$ cat src/rtl/mem_access_aligner.sv
// Sequential load/store aligner between the MEM stage and the data-memory bus.
// Splits bus-word-crossing accesses into two beats and right-justifies and extends load data.
module mem_access_aligner #(
  parameter int unsigned BUS_BYTES      = 4,
  parameter int unsigned ADDR_W         = 32,
  parameter int unsigned MISALIGN_SPLIT = 1
) (
  input  logic                   clk,
  input  logic                   reset,
  input  logic                   req_valid,
  output logic                   req_ready,
  input  logic                   req_we,
  input  logic [1:0]             req_size,
  input  logic                   req_signed,
  input  logic [ADDR_W-1:0]      req_addr,
  input  logic [8*BUS_BYTES-1:0] req_wdata,
  output logic                   resp_valid,
  output logic                   resp_err,
  output logic [8*BUS_BYTES-1:0] resp_rdata,
  output logic                   mem_req,
  output logic                   mem_we,
  output logic [ADDR_W-1:0]      mem_addr,
  output logic [BUS_BYTES-1:0]   mem_be,
  output logic [8*BUS_BYTES-1:0] mem_wdata,
  input  logic                   mem_ack,
  input  logic [8*BUS_BYTES-1:0] mem_rdata
);
  localparam int unsigned W  = 8 * BUS_BYTES;
  localparam int unsigned OB = $clog2(BUS_BYTES);

  typedef enum logic [2:0] {StIdle, StBeat0, StBeat1, StResp, StErr} state_e;

  state_e            state_q, state_d;
  logic              we_q, we_d;
  logic [1:0]        size_q, size_d;
  logic              signed_q, signed_d;
  logic [ADDR_W-1:0] addr_q, addr_d;
  logic [W-1:0]      wdata_q, wdata_d;
  logic              cross_q, cross_d;
  logic [W-1:0]      gather_q, gather_d;

  logic [OB-1:0]          off, off_in;
  int unsigned            nb, nb_in;
  logic                   mis_in;
  logic [BUS_BYTES-1:0]   nb_mask;
  logic [W-1:0]           lane_mask;
  logic [ADDR_W-1:0]      base_addr;
  logic [2*BUS_BYTES-1:0] be_wide;
  logic [2*W-1:0]         wdata_wide;
  logic                   sign_ext;

  always_ff @(posedge clk) begin
    if (reset) begin
      state_q  <= StIdle;
      we_q     <= 1'b0;
      size_q   <= '0;
      signed_q <= 1'b0;
      addr_q   <= '0;
      wdata_q  <= '0;
      cross_q  <= 1'b0;
      gather_q <= '0;
    end else begin
      state_q  <= state_d;
      we_q     <= we_d;
      size_q   <= size_d;
      signed_q <= signed_d;
      addr_q   <= addr_d;
      wdata_q  <= wdata_d;
      cross_q  <= cross_d;
      gather_q <= gather_d;
    end
  end

  // Lane geometry of the latched request; the upper halves of the wide vectors form beat 1.
  always_comb begin
    off = addr_q[OB-1:0];
    nb  = 32'd1 << size_q;
    for (int i = 0; i < BUS_BYTES; i++) begin
      nb_mask[i]          = (i < nb);
      lane_mask[8*i +: 8] = {8{nb_mask[i]}};
    end
    base_addr  = {addr_q[ADDR_W-1:OB], {OB{1'b0}}};
    be_wide    = {{BUS_BYTES{1'b0}}, nb_mask} << off;
    wdata_wide = {{W{1'b0}}, wdata_q} << (8 * off);
  end

  always_comb begin
    state_d  = state_q;
    we_d     = we_q;
    size_d   = size_q;
    signed_d = signed_q;
    addr_d   = addr_q;
    wdata_d  = wdata_q;
    cross_d  = cross_q;
    gather_d = gather_q;
    off_in   = req_addr[OB-1:0];
    nb_in    = 32'd1 << req_size;
    mis_in   = (32'(off_in) & (nb_in - 32'd1)) != 32'd0;
    unique case (state_q)
      StIdle: begin
        if (req_valid) begin
          we_d     = req_we;
          size_d   = req_size;
          signed_d = req_signed;
          addr_d   = req_addr;
          wdata_d  = req_wdata;
          cross_d  = (32'(off_in) + nb_in) > BUS_BYTES;
          gather_d = '0;
          if ((32'(req_size) > OB) || (mis_in && (MISALIGN_SPLIT == 0))) state_d = StErr;
          else                                                           state_d = StBeat0;
        end
      end
      StBeat0: begin
        if (mem_ack) begin
          gather_d = mem_rdata >> (8 * off);
          state_d  = cross_q ? StBeat1 : StResp;
        end
      end
      StBeat1: begin
        if (mem_ack) begin
          gather_d = gather_q | (mem_rdata << (8 * (BUS_BYTES - 32'(off))));
          state_d  = StResp;
        end
      end
      StResp:  state_d = StIdle;
      StErr:   state_d = StIdle;
      default: state_d = StIdle;
    endcase
  end

  always_comb begin
    req_ready  = 1'b0;
    resp_valid = 1'b0;
    resp_err   = 1'b0;
    resp_rdata = '0;
    mem_req    = 1'b0;
    mem_we     = 1'b0;
    mem_addr   = '0;
    mem_be     = '0;
    mem_wdata  = '0;
    sign_ext   = 1'b0;
    unique case (state_q)
      StIdle: req_ready = 1'b1;
      StBeat0: begin
        mem_req   = 1'b1;
        mem_we    = we_q;
        mem_addr  = base_addr;
        mem_be    = be_wide[BUS_BYTES-1:0];
        mem_wdata = wdata_wide[W-1:0];
      end
      StBeat1: begin
        mem_req   = 1'b1;
        mem_we    = we_q;
        mem_addr  = base_addr + ADDR_W'(BUS_BYTES);
        mem_be    = be_wide[2*BUS_BYTES-1:BUS_BYTES];
        mem_wdata = wdata_wide[2*W-1:W];
      end
      StResp: begin
        resp_valid = 1'b1;
        if (!we_q) begin
          // Full-width accesses have an all-ones lane mask, so extension is a no-op there.
          sign_ext   = signed_q && gather_q[8*nb-1];
          resp_rdata = (gather_q & lane_mask) | (sign_ext ? ~lane_mask : '0);
        end
      end
      StErr: begin
        resp_valid = 1'b1;
        resp_err   = 1'b1;
      end
      default: ;
    endcase
  end

endmodule
$ cat config.mk
export PLATFORM = sky130hd
export DESIGN_NAME = mem_access_aligner
export DESIGN_NICKNAME = d
export VERILOG_FILES = /design/src/rtl/mem_access_aligner.sv
export SDC_FILE = /design/constraint.sdc
export NUM_CORES = 1
export LEC_CHECK = 0
export ABC_AREA = 1
export CAP_MARGIN = 30
export CORE_ASPECT_RATIO = 1.25
export CORE_MARGIN = 1
export CORE_UTILIZATION = 30
export CTS_CLUSTER_DIAMETER = 50
export DETAILED_ROUTE_END_ITERATION = 10
export PLACE_DENSITY = 0.63
export SETUP_SLACK_MARGIN = 0.2
export SLEW_MARGIN = 5
export SYNTH_ARGS = -nofsm -noshare
export SYNTH_HDL_FRONTEND = slang
export SYNTH_SLANG_ARGS = --single-unit
$ cat constraint.sdc
create_clock -name clk -period 2.5 [get_ports clk]
set_input_delay 0.25 -clock clk [delete_from_list [all_inputs] [get_ports clk]]
set_output_delay 0.25 -clock clk [all_outputs]
set_load 0.03 [all_outputs]
Yosys cells after proc, flatten, opt, wreduce, memory -nomap -nowiden
Cells that the tools add are included.
{"block": "totals", "inputBits": 104, "word_cells": 67, "ff_bits": 104, "out_inout_bits": 105}
{"block": "classes", "shifts": 6, "magnitude_cmp": 7, "n_reduce_logical": 8, "n_eq_ne": 7, "bitwise_logic": 4, "addsub": 4, "n_mux": 23}
{"cell": "two-way mux 32 bit", "n": 6}
{"cell": "case mux 32 bit (2 select lines)", "n": 2}
{"cell": "case mux 32 bit (3 select lines)", "n": 1}
{"cell": "< comparator 1 x 32 -> 1 bit, first input constant", "n": 2}
{"cell": "< comparator 2 x 32 -> 1 bit, first input constant", "n": 2}
{"cell": "OR 32 bit", "n": 2}
{"cell": "left shift 1 x 2 -> 32 bit, first input constant", "n": 2}
{"cell": "left shift 32 x 5 -> 64 bit", "n": 1}
{"cell": "adder 2 x 32 -> 32 bit", "n": 1}
{"cell": "adder 32 x 3 -> 32 bit, second input constant", "n": 1}
{"cell": "bitwise AND 32 bit", "n": 1}
{"cell": "> comparator 32 x 3 -> 1 bit, second input constant", "n": 1}
{"cell": "< comparator 32 x 6 -> 1 bit, second input constant", "n": 1}
{"cell": "inverter 32 bit", "n": 1}
{"cell": "left shift 32 x 32 -> 32 bit", "n": 1}
{"cell": "right shift 32 x 5 -> 32 bit", "n": 1}
{"cell": "subtractor 32 x 1 -> 32 bit, second input constant", "n": 1}
{"cell": "two-way mux 3 bit", "n": 4}
{"cell": "case mux 3 bit (3 select lines)", "n": 1}
{"cell": "case mux 4 bit (2 select lines)", "n": 1}
{"cell": "left shift 4 x 2 -> 8 bit", "n": 1}
{"cell": "two-way mux 1 bit", "n": 7}
{"cell": "equality test 3 x 2 -> 1 bit, second input constant", "n": 2}
{"cell": "inequality test 2 bit, second input constant", "n": 3}
{"cell": "other kinds (12)", "n": 13}

Depth between registers and ports, before layout
Gate-level depths: netlist (run 1).
{"block": "logic_depth", "ltp_word": 9, "ltp_mapped": 15, "ltp_nobuf": 11}

Worst setup path after synthesis (run 1)
Ideal clock, no wire load.
{"block": "synth_path", "kind": "register to register", "start": "register addr_q[0]", "end": "register gather_q[13]", "period_less_slack_ns": 2.155, "required_ns": 2.435, "t_arrival_ns": 2.091, "stages_incl_launch_ff": 14, "setup_slack_ns": 0.345, "setup_ns": 0.065, "path_buffers": 4, "cell_sequence": "dfxtp_1 > buf_2 > clkinv_1 > buf_2 > buf_2 > ha_1 > nor2_1 > buf_2 > nand2_1 > nand2_1 > nand2_1 > nand3_1 > nor2_1 > nor2_1"}
{"block": "synth_via", "elab_chain_cells": 5, "word_cells_on_any_way": 7, "classes_between": "add/sub (1); shift (2); mux (3); bitwise (1)"}
{"element": "start, declared", "line": "37", "rtl": "logic [ADDR_W-1:0] addr_q, addr_d;"}
{"element": "start signal, assigned", "line": "67", "rtl": "addr_q <= addr_d;"}
{"element": "subtractor 3 x 2 -> 4 bit", "line": "121", "rtl": "gather_d = gather_q | (mem_rdata << (8 * (BUS_BYTES - 32'(off))));"}
{"element": "left shift 32 x 32 -> 32 bit", "line": "121"}
{"element": "OR 32 bit", "line": "121"}
{"element": "two-way mux 32 bit", "line": "120", "rtl": "if (mem_ack) begin"}
{"element": "case mux 32 bit (3 select lines) *", "line": "99", "rtl": "unique case (state_q)"}
{"element": "end signal, assigned", "line": "70", "rtl": "gather_q <= gather_d;"}
{"element": "end, declared", "line": "40", "rtl": "logic [W-1:0] gather_q, gather_d;"}
Every way passes the cells marked *; elsewhere a longest branch is shown, timed or not. The select of a mux whose other input is x is not followed.
A chain may end at the register's enable or synchronous reset.

Worst setup path in the final report (run 1)
{"block": "layout_path", "start": "register state_q[2]", "end": "output port mem_wdata[22]"}
{"block": "layout_via", "elab_chain_cells": 2, "word_cells_on_any_way": 3, "classes_between": "eq/ne (2); mux (1)"}
{"element": "start, declared", "line": "33", "rtl": "state_e state_q, state_d;"}
{"element": "start signal, assigned", "line": "54", "rtl": "state_q <= StIdle;"}
{"element": "start signal, assigned", "line": "63", "rtl": "state_q <= state_d;"}
{"element": "equality test 3 x 2 -> 1 bit or equality test 3 x 1 -> 1 bit (tied branches)", "line": "142", "rtl": "unique case (state_q)"}
{"element": "case mux 32 bit (2 select lines) *", "line": "142"}
{"element": "end, declared", "line": "24", "rtl": "output logic [8*BUS_BYTES-1:0] mem_wdata,"}
Every way passes the cells marked *; elsewhere a longest branch is shown, timed or not.

==> impl_metrics.json, run 1 <==
{
  "status": "complete, no violations",
  "async_flop_share_pct": 0,
  "period_needed_ns": 2.27,
  "fp.dieW_um": 143,
  "stdcell_area_sq_mm": 0.0105,
  "tightest_slew_ns": 0.514,
  "synth_area_leaders": "dfxtp_1, nand2_1, o21ai_0",
  "cts-root-buf": "clkbuf_16",
  "power.total_uw": 5550,
  "nFillCells": 2698,
  "rows": 64,
  "portBuffers": 206,
  "first_iter_violations": 583,
  "cp-end-kind": "primary output",
  "met2_usage_pct": 37.9,
  "slew_headroom_pct": 65.7,
  "ios": 209,
  "synthFlopType": "dfxtp_1",
  "dr.pass1.iters": 4,
  "grt.overflow.total": 0,
  "routed_wirelength_um": 29000,
  "drv_slew": 0,
  "path_clk_slew_ns": 0.09,
  "timing.max_cap.violations": 0,
  "yosysTopAreaCell": "dfxtp_1",
  "synth-edff-count": 0,
  "grt_use_met3_pct": 3.29,
  "drive_gt1_share_pct": 15.7,
  "viasPerCell": 4.90,
  "hpwl_um": 21200,
  "dieArea_sq_mm": 0.0256,
  "place.gp.congestion": 0.967,
  "antenna_cells": 0,
  "grt_usage_pct": 22.2,
  "fp.dieH_um": 179,
  "vias": 9073,
  "hold_class": "in -> reg",
  "syn_area_sq_mm": 0.00749,
  "cts_tree": "yes",
  "grt_max_degree": 93,
  "grt_pass1_vias": 8309,
  "post-route-period-util_pct": 90.8,
  "avgSynthCellArea_sq_um": 5.64,
  "required_ns": 2.25,
  "areaGrowthSynthToFinish_pct": 39.9,
  "synth_cell_type_count": 36,
  "max-vdd-ir-drop_v": 0.000346,
  "antenna_found_initial": 0,
  "arrival_ns": 2.02,
  "synth.top_cell.area_share_pct": 27.8,
  "final_cell_mix": "nand2_1, nor2_1, o21ai_0",
  "ys_seq_elements": 104,
  "cts.sinks": 104,
  "coreArea_sq_mm": 0.0245,
  "rsz0062_at_grt": "yes",
  "busiest_layer": "met2",
  "final_nets": 1628,
  "yosysSeqAreaShare_pct": 27.8,
  "clk_path_buf_depth": 2,
  "h-tree-depth": 3,
  "synth_warnings": 0,
  "wl_per_cell_um": 15.7,
  "clock_skew_ns": 0.0121,
  "route.detailed.drc": 0,
  "ant_nets": 0,
  "p_per_area_mw_per_mm2": 529,
  "cts_made_buffers": 9,
  "leakagePower_uw": 0.00452,
  "setup_violations": 0,
  "grt_pass1_wl_um": 44100,
  "worstSetupStartpointType": "flop",
  "netlist_instances": 1328,
  "initial_core_util_pct": 30.6,
  "path_max_fanout": 12,
  "use_met1_pct": 27.3,
  "finalHoldViolCount": 0,
  "fin_tns_setup_ns": 0,
  "insertion_delay_ns": 0.37,
  "mostFrequentLayoutCell": "nand2_1",
  "max_freq_mhz": 441,
  "critical_path_class": "reg -> out",
  "post_dp_cell_area_sq_mm": 0.00981
}
[flip-flops by register name, indices dropped and copies added (netlist names)]
signal	count
size_q	2
addr_q	32
wdata_q	32
state_q	3
signed_q	1
gather_q	32
cross_q	1
we_q	1
[final timing paths]
check                startpoint             to  slack (ns)  cells past startpoint
hold reg to reg    gather_q[19]   gather_q[19]        0.46                      2
hold / removal    req_wdata[26]    wdata_q[26]        0.43                      3
setup reg to reg      addr_q[1]   gather_q[23]        0.43                     11
setup / recovery     state_q[2]  mem_wdata[22]        0.23                      7
[layout make-up]
type | count | area [sq um] | area share, %
clock buffer | 10 | 229 | 2.18
clock inverter | 6 | 60.1 | 0.573
inverter | 121 | 474 | 4.52
multi-input combinational | 1029 | 4890 | 46.6
sequential | 104 | 2100 | 20.0
tap | 330 | 413 | 3.94
timing repair buffer | 251 | 2320 | 22.1
timing repair inverter | 1 | 5.00 | 0.0477
[logic make-up (layout without fill, tap and decap cells)]
group	Yosys count	in the layout	synth area share [%]
other cells	1	2	0.0500
compound gates	297	297	20.8
simple gates	721	721	39.1
flops	104	104	27.8
fa+ha+maj	7	7	1.27
buf+inv	196	389	10.8
xor+xnor	2	2	0.234
[metrics by stage]
| stage | hold WS, ns | setup slack [ns] | util [%] | instances |
|---|---|---|---|---|
| floorplan | 0.393 | 0.345 | - | 1329 |
| detailed placement | 0.453 | 0.271 | 40.0 | 1822 |
| global placement | 0.449 | 0.324 | 40.0 | 1822 |
| CTS | 0.424 | 0.105 | 41.6 | 1840 |
| finish | 0.434 | 0.231 | 42.8 | 1852 |
| global route | 0.439 | 0.138 | 42.8 | 1852 |
[synthesized netlist by cell type (2+ instances only)]
library cell and count:
nand2_1 428, nor2_1 184, o21ai_0 147, inv_1 114, dfxtp_1 104, a21oi_1 97, nand3_1 74, buf_2 36
clkbuf_1 30, o22ai_1 23, o21ai_1 18, nand3b_1 8, nand4_1 8, buf_4 7, nor3_1 7, o221ai_1 7
ha_1 6, inv_2 4, nand2_4 3, nor2_2 3, buf_1 2, clkinv_1 2, nor2_4 2, o211ai_1 2
[layer usage]
layer	share of wire (%)	routed length, um	up-vias
met5	0	0	-
met4	3.3	965	0
met3	5.7	1640	50
met2	49	14100	315
met1	42	12300	4058
li1	-	-	4650
[timing repair]
action                                  in CTS  in global routing
hold buffers                                 0                  0
endpoints found under the setup margin      68                 85
cloned                                       0                  1
buffers inserted                             2                 11
pin swaps                                    1                 10
resized for setup                           47                102
[worst max-delay path, stage by stage, from the launching register on]
cell and delay (ns):
dfxtp_2 0.37, nor2_2 0.15, nand2_4 0.12, nor2_4 0.18, clkinvlp_4 0.18, buf_4 0.21
o221ai_1 0.23, buf_4 0.22
[report_power, final]
part / internal (uW) / switching (uW)
registers: 1850 / 168
logic: 752 / 1320
clock network: 704 / 751
total: 3310 / 2240
Power figures use the tool's default switching activity.
==> run 2, diff against run 1 <==
- CORE_UTILIZATION: 30 -> 42
- CTS_CLUSTER_DIAMETER: 50 -> 80
- PLACE_DENSITY: 0.63 -> 0.8
==> impl_metrics.json, run 2 (synthesized netlist as in run 1, its figures left out) <==
{
  "status": "complete, no violations",
  "pre_cts_ws_ns": 0.285,
  "largestRegisters": "addr_q x32, gather_q x32, wdata_q x32",
  "insertion_delay_ns": 0.36,
  "ant_nets": 0,
  "stdcell_area_sq_mm": 0.0102,
  "fp.dieH_um": 151,
  "antenna_found_initial": 0,
  "mostFrequentLayoutCell": "nand2_1",
  "cts_tree": "yes",
  "post_dp_cell_area_sq_mm": 0.00965,
  "dr.pass1.iters": 7,
  "path_max_fanout": 12,
  "cp-end-kind": "primary output",
  "initial_core_util_pct": 43.0,
  "clock_skew_ns": 0.00825,
  "drv_slew": 0,
  "first_iter_violations": 881,
  "min_from": "req_wdata[29]",
  "required_ns": 2.25,
  "coreArea_sq_mm": 0.0174,
  "leakagePower_uw": 0.00454,
  "max-vdd-ir-drop_v": 0.000428,
  "finalHoldViolCount": 0,
  "holdPathStages": 3,
  "hold_end": "wdata_q[29]",
  "wl_per_cell_um": 16.0,
  "viasPerCell": 5.36,
  "dp.cells": 1721,
  "final_cell_mix": "nand2_1, nor2_1, o21ai_0",
  "routed_wirelength_um": 27800,
  "grt_pass1_vias": 8565,
  "nFillCells": 1755,
  "fin_tns_setup_ns": 0,
  "hpwl_um": 20500,
  "p_per_area_mw_per_mm2": 559,
  "dieArea_sq_mm": 0.0184,
  "fp.dieW_um": 121,
  "grt_usage_pct": 30.0,
  "place.gp.congestion": 0.959,
  "cts_made_buffers": 9,
  "r2r_start": "addr_q[0]",
  "fin_cells": 1744,
  "fin_ws_ns": 0.191,
  "arrival_ns": 2.06,
  "portBuffers": 206,
  "ios": 209,
  "post-route-period-util_pct": 92.4,
  "grt_pass1_wl_um": 43000,
  "critical_path_class": "reg -> out",
  "areaGrowthSynthToFinish_pct": 36.6,
  "period_needed_ns": 2.31,
  "rows": 54,
  "grt.overflow.total": 0,
  "clk_path_buf_depth": 2,
  "timing.max_cap.violations": 0,
  "r2r_cells": 12,
  "route.detailed.drc": 0,
  "drive_gt1_share_pct": 15.0,
  "cts-root-buf": "clkbuf_16",
  "worstSetupStartpointType": "flop",
  "r2r_end": "gather_q[25]",
  "regToRegSetupSlack_ns": 0.42,
  "grt_max_degree": 70,
  "final_nets": 1626,
  "max_freq_mhz": 433,
  "antenna_cells": 0,
  "setup_violations": 0,
  "cts.sinks": 104,
  "hold_class": "in -> reg",
  "h-tree-depth": 3,
  "vias": 9355,
  "path_clk_slew_ns": 0.08,
  "rsz0062_at_grt": "yes"
}
[run 2: worst max path at each step]
stage | start | end
6_report | state_q[2] | mem_wdata[7]
5_1_grt | state_q[2] | mem_wdata[29]
4_1_cts | addr_q[4] | mem_addr[21]
3_5_place_dp | size_q[1] | resp_rdata[17]
3_3_place_gp | state_q[2] | mem_wdata[0]
2_1_floorplan | addr_q[0] | gather_q[13]
[run 2: area by class of cell]
| type | instances | area, sq um | share of cell area, % |
|---|---|---|---|
| Multi-Input combinational cell | 1029 | 4790 | 46.8 |
| Timing Repair Buffer | 249 | 2240 | 21.9 |
| Sequential cell | 104 | 2100 | 20.5 |
| Inverter | 121 | 480 | 4.69 |
| Tap cell | 224 | 280 | 2.74 |
| Clock buffer | 9 | 225 | 2.20 |
| Clock inverter | 7 | 106 | 1.04 |
| Timing Repair inverter | 1 | 5.00 | 0.0489 |
[run 2: layer usage]
metal / global-route usage, % / up-vias / wire length, um
met3: 2.52 / 89 / 1590
met4: 18.5 / 0 / 1430
li1: - / 4666 / -
met1: 36.8 / 4194 / 11500
met2: 50.5 / 406 / 13400
met5: 0 / - / 0
[run 2: timing repair]
item                       4_1_cts  5_1_grt
resized for setup               49       69
setup endpoints to repair       80       91
pin swaps                        1        6
cloned                           1        0
setup buffers                    3        3
hold buffers                     0        0
[run 2: where the power goes]
part           leakage [uW]  switching (uW)  internal [uW]
clock              0.000163             752            902
sequential         0.000863             172           1850
combinational       0.00351            1300            746
total               0.00454            2220           3500
[run 2: worst max-delay path, cell delays in order (launching register included)]
cell and delay, ns:
dfxtp_2 0.36, nor2_2 0.15, nand2_4 0.07, nor2_4 0.16, clkinvlp_4 0.22, buf_4 0.23
o21ai_0 0.28, buf_4 0.22
[run 2: per-stage QoR]
| step | util, % | hold slack [ns] | total power, uW |
|---|---|---|---|
| 6_report | 58.7 | 0.432 | 5720 |
| 5_1_grt | 58.7 | 0.441 | 6040 |
| 4_1_cts | 57.8 | 0.424 | 5650 |
| 3_5_place_dp | 55.4 | 0.459 | 3970 |
| 3_3_place_gp | 55.4 | 0.452 | 3940 |
| 2_1_floorplan | - | 0.393 | 3270 |
==> run 3, diff against run 2 <==
- GPL_TIMING_DRIVEN: default -> 0
==> impl_metrics.json, run 3 (synthesized netlist as in run 1, its figures left out) <==
{
  "worstSetupStartpointType": "flop",
  "internal_power_uw": 3340,
  "insertion_delay_ns": 0.37,
  "final_nets": 1675,
  "drive_gt1_share_pct": 17.4,
  "cts_hold_buf": 0,
  "worstPathCellList": "nor2_4, clkbuf_4, ha_2, nor2_4, nand2_1, o21ai_0, o211ai_1, buf_4",
  "status": "complete, no violations",
  "post_dp_cell_area_sq_mm": 0.00984,
  "coreArea_sq_mm": 0.0174,
  "swShare_pct": 41.4,
  "path_depth": 8,
  "power.share.clock_pct": 25.5,
  "cts_made_buffers": 9,
  "vias": 9954,
  "fin_tns_setup_ns": 0,
  "max_freq_mhz": 424,
  "grt_usage_pct": 35.2,
  "grt_pass1_vias": 9242,
  "max-vdd-ir-drop_v": 0.000353,
  "rsz0062_at_grt": "yes",
  "cts.sinks": 104,
  "areaGrowthSynthToFinish_pct": 38.8,
  "fp.dieH_um": 151,
  "viasPerCell": 5.55,
  "cp-end-kind": "primary output",
  "antenna_cells": 0,
  "r2r_cells": 13,
  "ant_nets": 0,
  "path_max_fanout": 10,
  "portBuffers": 206,
  "path_delay_family": "buffers and inverters",
  "tightest_slew_ns": 0.793,
  "rows": 54,
  "holdPathStages": 3,
  "clock_skew_ns": 0.00710,
  "cts-root-buf": "clkbuf_16",
  "required_ns": 2.25,
  "h-tree-depth": 3,
  "routed_wirelength_um": 32600,
  "route.detailed.drc": 0,
  "leakagePower_uw": 0.00467,
  "dr.pass1.iters": 6,
  "critical_path_class": "reg -> out",
  "place.gp.congestion": 0.996,
  "cpMostUsedCell": "nor2_4",
  "grt_pass1_wl_um": 48900,
  "path_clk_slew_ns": 0.08,
  "critPathMaxStageDelay_ns": 0.39,
  "p_per_area_mw_per_mm2": 547,
  "stdcell_area_sq_mm": 0.0104,
  "ios": 209,
  "mostFrequentLayoutCell": "nand2_1",
  "fin_ws_ns": 0.140,
  "arrival_ns": 2.11,
  "first_iter_violations": 995,
  "timing.max_cap.violations": 0,
  "cts_tree": "yes",
  "antenna_found_initial": 0,
  "initial_core_util_pct": 43.0,
  "hold_class": "in -> reg",
  "slew_headroom_pct": 47.1,
  "pwr-share-seq_pct": 35.6,
  "fp.dieW_um": 121,
  "path_buf_inv": 2,
  "pre_cts_ws_ns": -0.632,
  "setup_violations": 0,
  "grt_max_degree": 20,
  "p_switching_uw": 2360,
  "post-route-period-util_pct": 94.4,
  "clk_path_buf_depth": 2,
  "dieArea_sq_mm": 0.0184,
  "drv_slew": 0,
  "hpwl_um": 24600,
  "largestRegisters": "addr_q x32, gather_q x32, wdata_q x32",
  "wl_per_cell_um": 18.2,
  "combPwrFrac_pct": 38.8,
  "holdWs_ns": 0.425,
  "grt.overflow.total": 0,
  "power.total_uw": 5690,
  "final_cell_mix": "nand2_1, nor2_1, o21ai_0",
  "period_needed_ns": 2.36,
  "slowest_stage": "dfxtp_4",
  "finalHoldViolCount": 0
}
==> run 3: cell count changes in the layout (fill, tap and decap cells not counted), moves of 7 or more <==
cell and change:
buf_2 +54, nor2_4 +16, buf_12 -7, nor2_1 -7, nor2_2 -9, clkbuf_4 +14
buf_4 -47, o21ai_0 -9, clkbuf_1 +19, buf_6 +8, o21ai_1 +8
==> run 3: area by class of cell <==
type / instances / area [sq um]
Sequential cell: 104 / 2100
Buffer: 75 / 449
Tap cell: 224 / 280
Clock inverter: 6 / 62.6
Fill cell: 1791 / 7030
Inverter: 121 / 467
Clock buffer: 10 / 229
Multi-Input combinational cell: 1029 / 4910
Timing Repair Buffer: 224 / 1900
==> run 3: power by group through the flow <==
stage	clock network, uW	registers (uW)	logic [uW]
2_1_floorplan	0	1990	1280
3_3_place_gp	0	2040	2000
3_5_place_dp	0	2040	2030
4_1_cts	1460	2010	2110
5_1_grt	1530	2050	2380
6_report	1450	2030	2210
==> run 3: repair_timing <==
item | CTS | global route
setup buffers | 11 | 7
setup endpoints to repair | 130 | 114
endpoints found under the hold margin | 0 | 0
resized for setup | 506 | 198
pin swaps | 11 | 11
==> run 3: path summary, 6_finish.rpt <==
path                               startpoint           end  slack (ns)
worst min register to register   gather_q[17]  gather_q[17]        0.47
worst min-delay path            req_wdata[13]   wdata_q[13]        0.42
worst max register to register      addr_q[1]  gather_q[28]        0.35
worst max-delay path                size_q[1]     mem_be[2]        0.14
==> run 3: per-stage QoR <==
stage	std cells	utilization [%]
CTS	1786	58.9
finish	1793	59.7
global placement	1759	56.4
detailed placement	1759	56.4
global route	1793	59.7
floorplan	1329	-
==> run 3: worst min-delay path, cell delays in order <==
cell and delay [ns]:
clkdlybuf4s50_1 0.39, nand2_1 0.06, a21oi_1 0.05
==> run 3: per-layer routing <==
layer	up-vias	track usage (%)	part of all wire (%)
met5	-	0	0
met4	0	18.8	5.7
met3	114	4.74	8.6
met2	600	61.9	48
met1	4475	41.2	38
li1	4765	-	-
==> edit (settings of run 2) <==
Register the output `resp_err`, cleared by the reset; this adds one clock of latency there. The other outputs are not delayed to match.
--- a/src/rtl/mem_access_aligner.sv
+++ b/src/rtl/mem_access_aligner.sv
@@ -31,2 +31,4 @@
   typedef enum logic [2:0] {StIdle, StBeat0, StBeat1, StResp, StErr} state_e;
+
+  logic resp_err_d;
 
@@ -133,3 +135,3 @@
     resp_valid = 1'b0;
-    resp_err   = 1'b0;
+    resp_err_d = 1'b0;
     resp_rdata = '0;
@@ -167,3 +169,3 @@
         resp_valid = 1'b1;
-        resp_err   = 1'b1;
+        resp_err_d = 1'b1;
       end
@@ -173,2 +175,10 @@
 
+  always_ff @(posedge clk) begin
+    if (reset) begin
+      resp_err <= '0;
+    end else begin
+      resp_err <= resp_err_d;
+    end
+  end
+
 endmodule
Formal check against the unedited RTL: not equivalent (a bounded check fails within 4 cycles, from zero or initial values and one cycle with reset high).
==> edit against run 2 <==
- non-clock buffer count is 2 lower
- clock skew down 0.0032 ns
- worst setup slack worse by 0.081 ns
- via count increased by 3.9%
- synthesized area is 3.8% higher
- sequential share of layout area is 0.49 points lower
- combinational power grew 55%
- die area grew 3.8%
- design area grew 3.2%
- power up 22%
- routed wire length is 4.1% higher
- count of clock-buffer cells in the layout stayed put
- synthesized cell count grew 2.9%
- sequential cell count is 1 higher
==> edit: results (changes against run 2) <==
metric,value,unit,change
outcome,"complete, no violations",,
setup_ws,0.1095,ns,-0.08131 ns
cts_resized,48,,-2.0%
synth_commonest_cells,"nand2_1 (425), nor2_1 (193), o21ai_0 (152)",,
buffers,247,,-0.80%
critPathLaunch,size_q[0],,
clk_share,2.984,%,-0.26 points
hold_path.class,flip-flop to flip-flop,,
holdCritStartpoint,wdata_q[22],,
dp_hpwl,20470,µm,-0.14%
grt_max_degree,107,,+53%
multi_input_area_share,46.82,%,about the same
worstPathArrival,2.14,ns,+0.08 ns
synth_compound_area_share,20.29,%,-0.50 points
gp_congestion,0.9859,,+2.8%
layout.nonclk_buf_share,21.93,%,about the same
fin_nets,1657,,+1.9%
ys_seq_area_share,27.01,%,-0.77 points
nNonClkInverters,151,,+24%
seqAreaFraction,20.04,%,-0.49 points
drt-met1-wl,10990,µm,-4.1%
dr_total_vias,9716,,+3.9%
nFillCells,1758,,+0.17%
synth.ff_latch_count,105,,+0.96%
met3_length,2221,µm,+40%
drive_gt1_share,15.35,%,+0.35 points
timing.rr.end,gather_q[1],,
ff2ff_path_depth,10,,-2
grt_pass1_vias,8737,,+2.0%
pwr-share-clk,22.8,%,-6.1 points
synth_cell_types,37,,+2.8%
p_sw_share,43.34,%,+4.5 points
yosys.area_share.xor_xnor,0.3377,%,+0.10 points
wl_met2,14120,µm,+5.7%
cts_setup_buffers,6,,+3
multi_input_gates,1032,,+0.29%
slowest_delay,0.36,ns,about the same
dp_slack,0.2771,ns,-0.008270 ns
track_usage,29.25,%,-0.70 points
reg2reg_from,addr_q[1],,
crit_fanout,9,,-3
drtIter0Drc,775,,-12%
r2r_setup_slack,0.51,ns,+0.09 ns
first_pass_iters,5,,-2
synthAdderAreaFrac,1.222,%,-0.047 points
vdd_ir_drop_max,0.0004489,V,+4.8%
pg_seq,2210,µW,+9%
skew,0.005085,ns,-0.003167 ns
grt_pass1_wl,43440,µm,+1.0%
min_to,wdata_q[22],,
critPathCapture,mem_be[0],,
min_path_cells,2,,-1
p_leak,0.004716,µW,+4.0%
[edit: kinds of logic (layout without fill, tap and decap cells)]
family / count (synthesis) / after routing
AOI/OAI and AO/OA: 293 / 293
xor gates and xnor gates: 3 / 3
adders and majority gates: 7 / 7
buffers and inverters: 230 / 413
DFF: 105 / 105
other: 1 / 2
and+or+nand+nor: 727 / 727
[edit: routing by layer]
metal	track usage (%)	vias to the layer above
li1	-	4720
met1	34.04	4363
met2	48.94	522
met3	4.314	111
met4	19.45	0
met5	0	-
[edit: metrics by stage]
stage               utilization, %  area, µm²  hold WS [ns]  power, µW  instances
finish                       58.38      10570        0.4678       6965       1778
global route                 58.38      10570        0.4964       7352       1778
CTS                          56.73      10270        0.4678       6771       1773
detailed placement           54.21       9812        0.4557       5138       1751
global placement             54.21       9812        0.4539       5092       1751
floorplan                        -       7785        0.3849       4222       1367
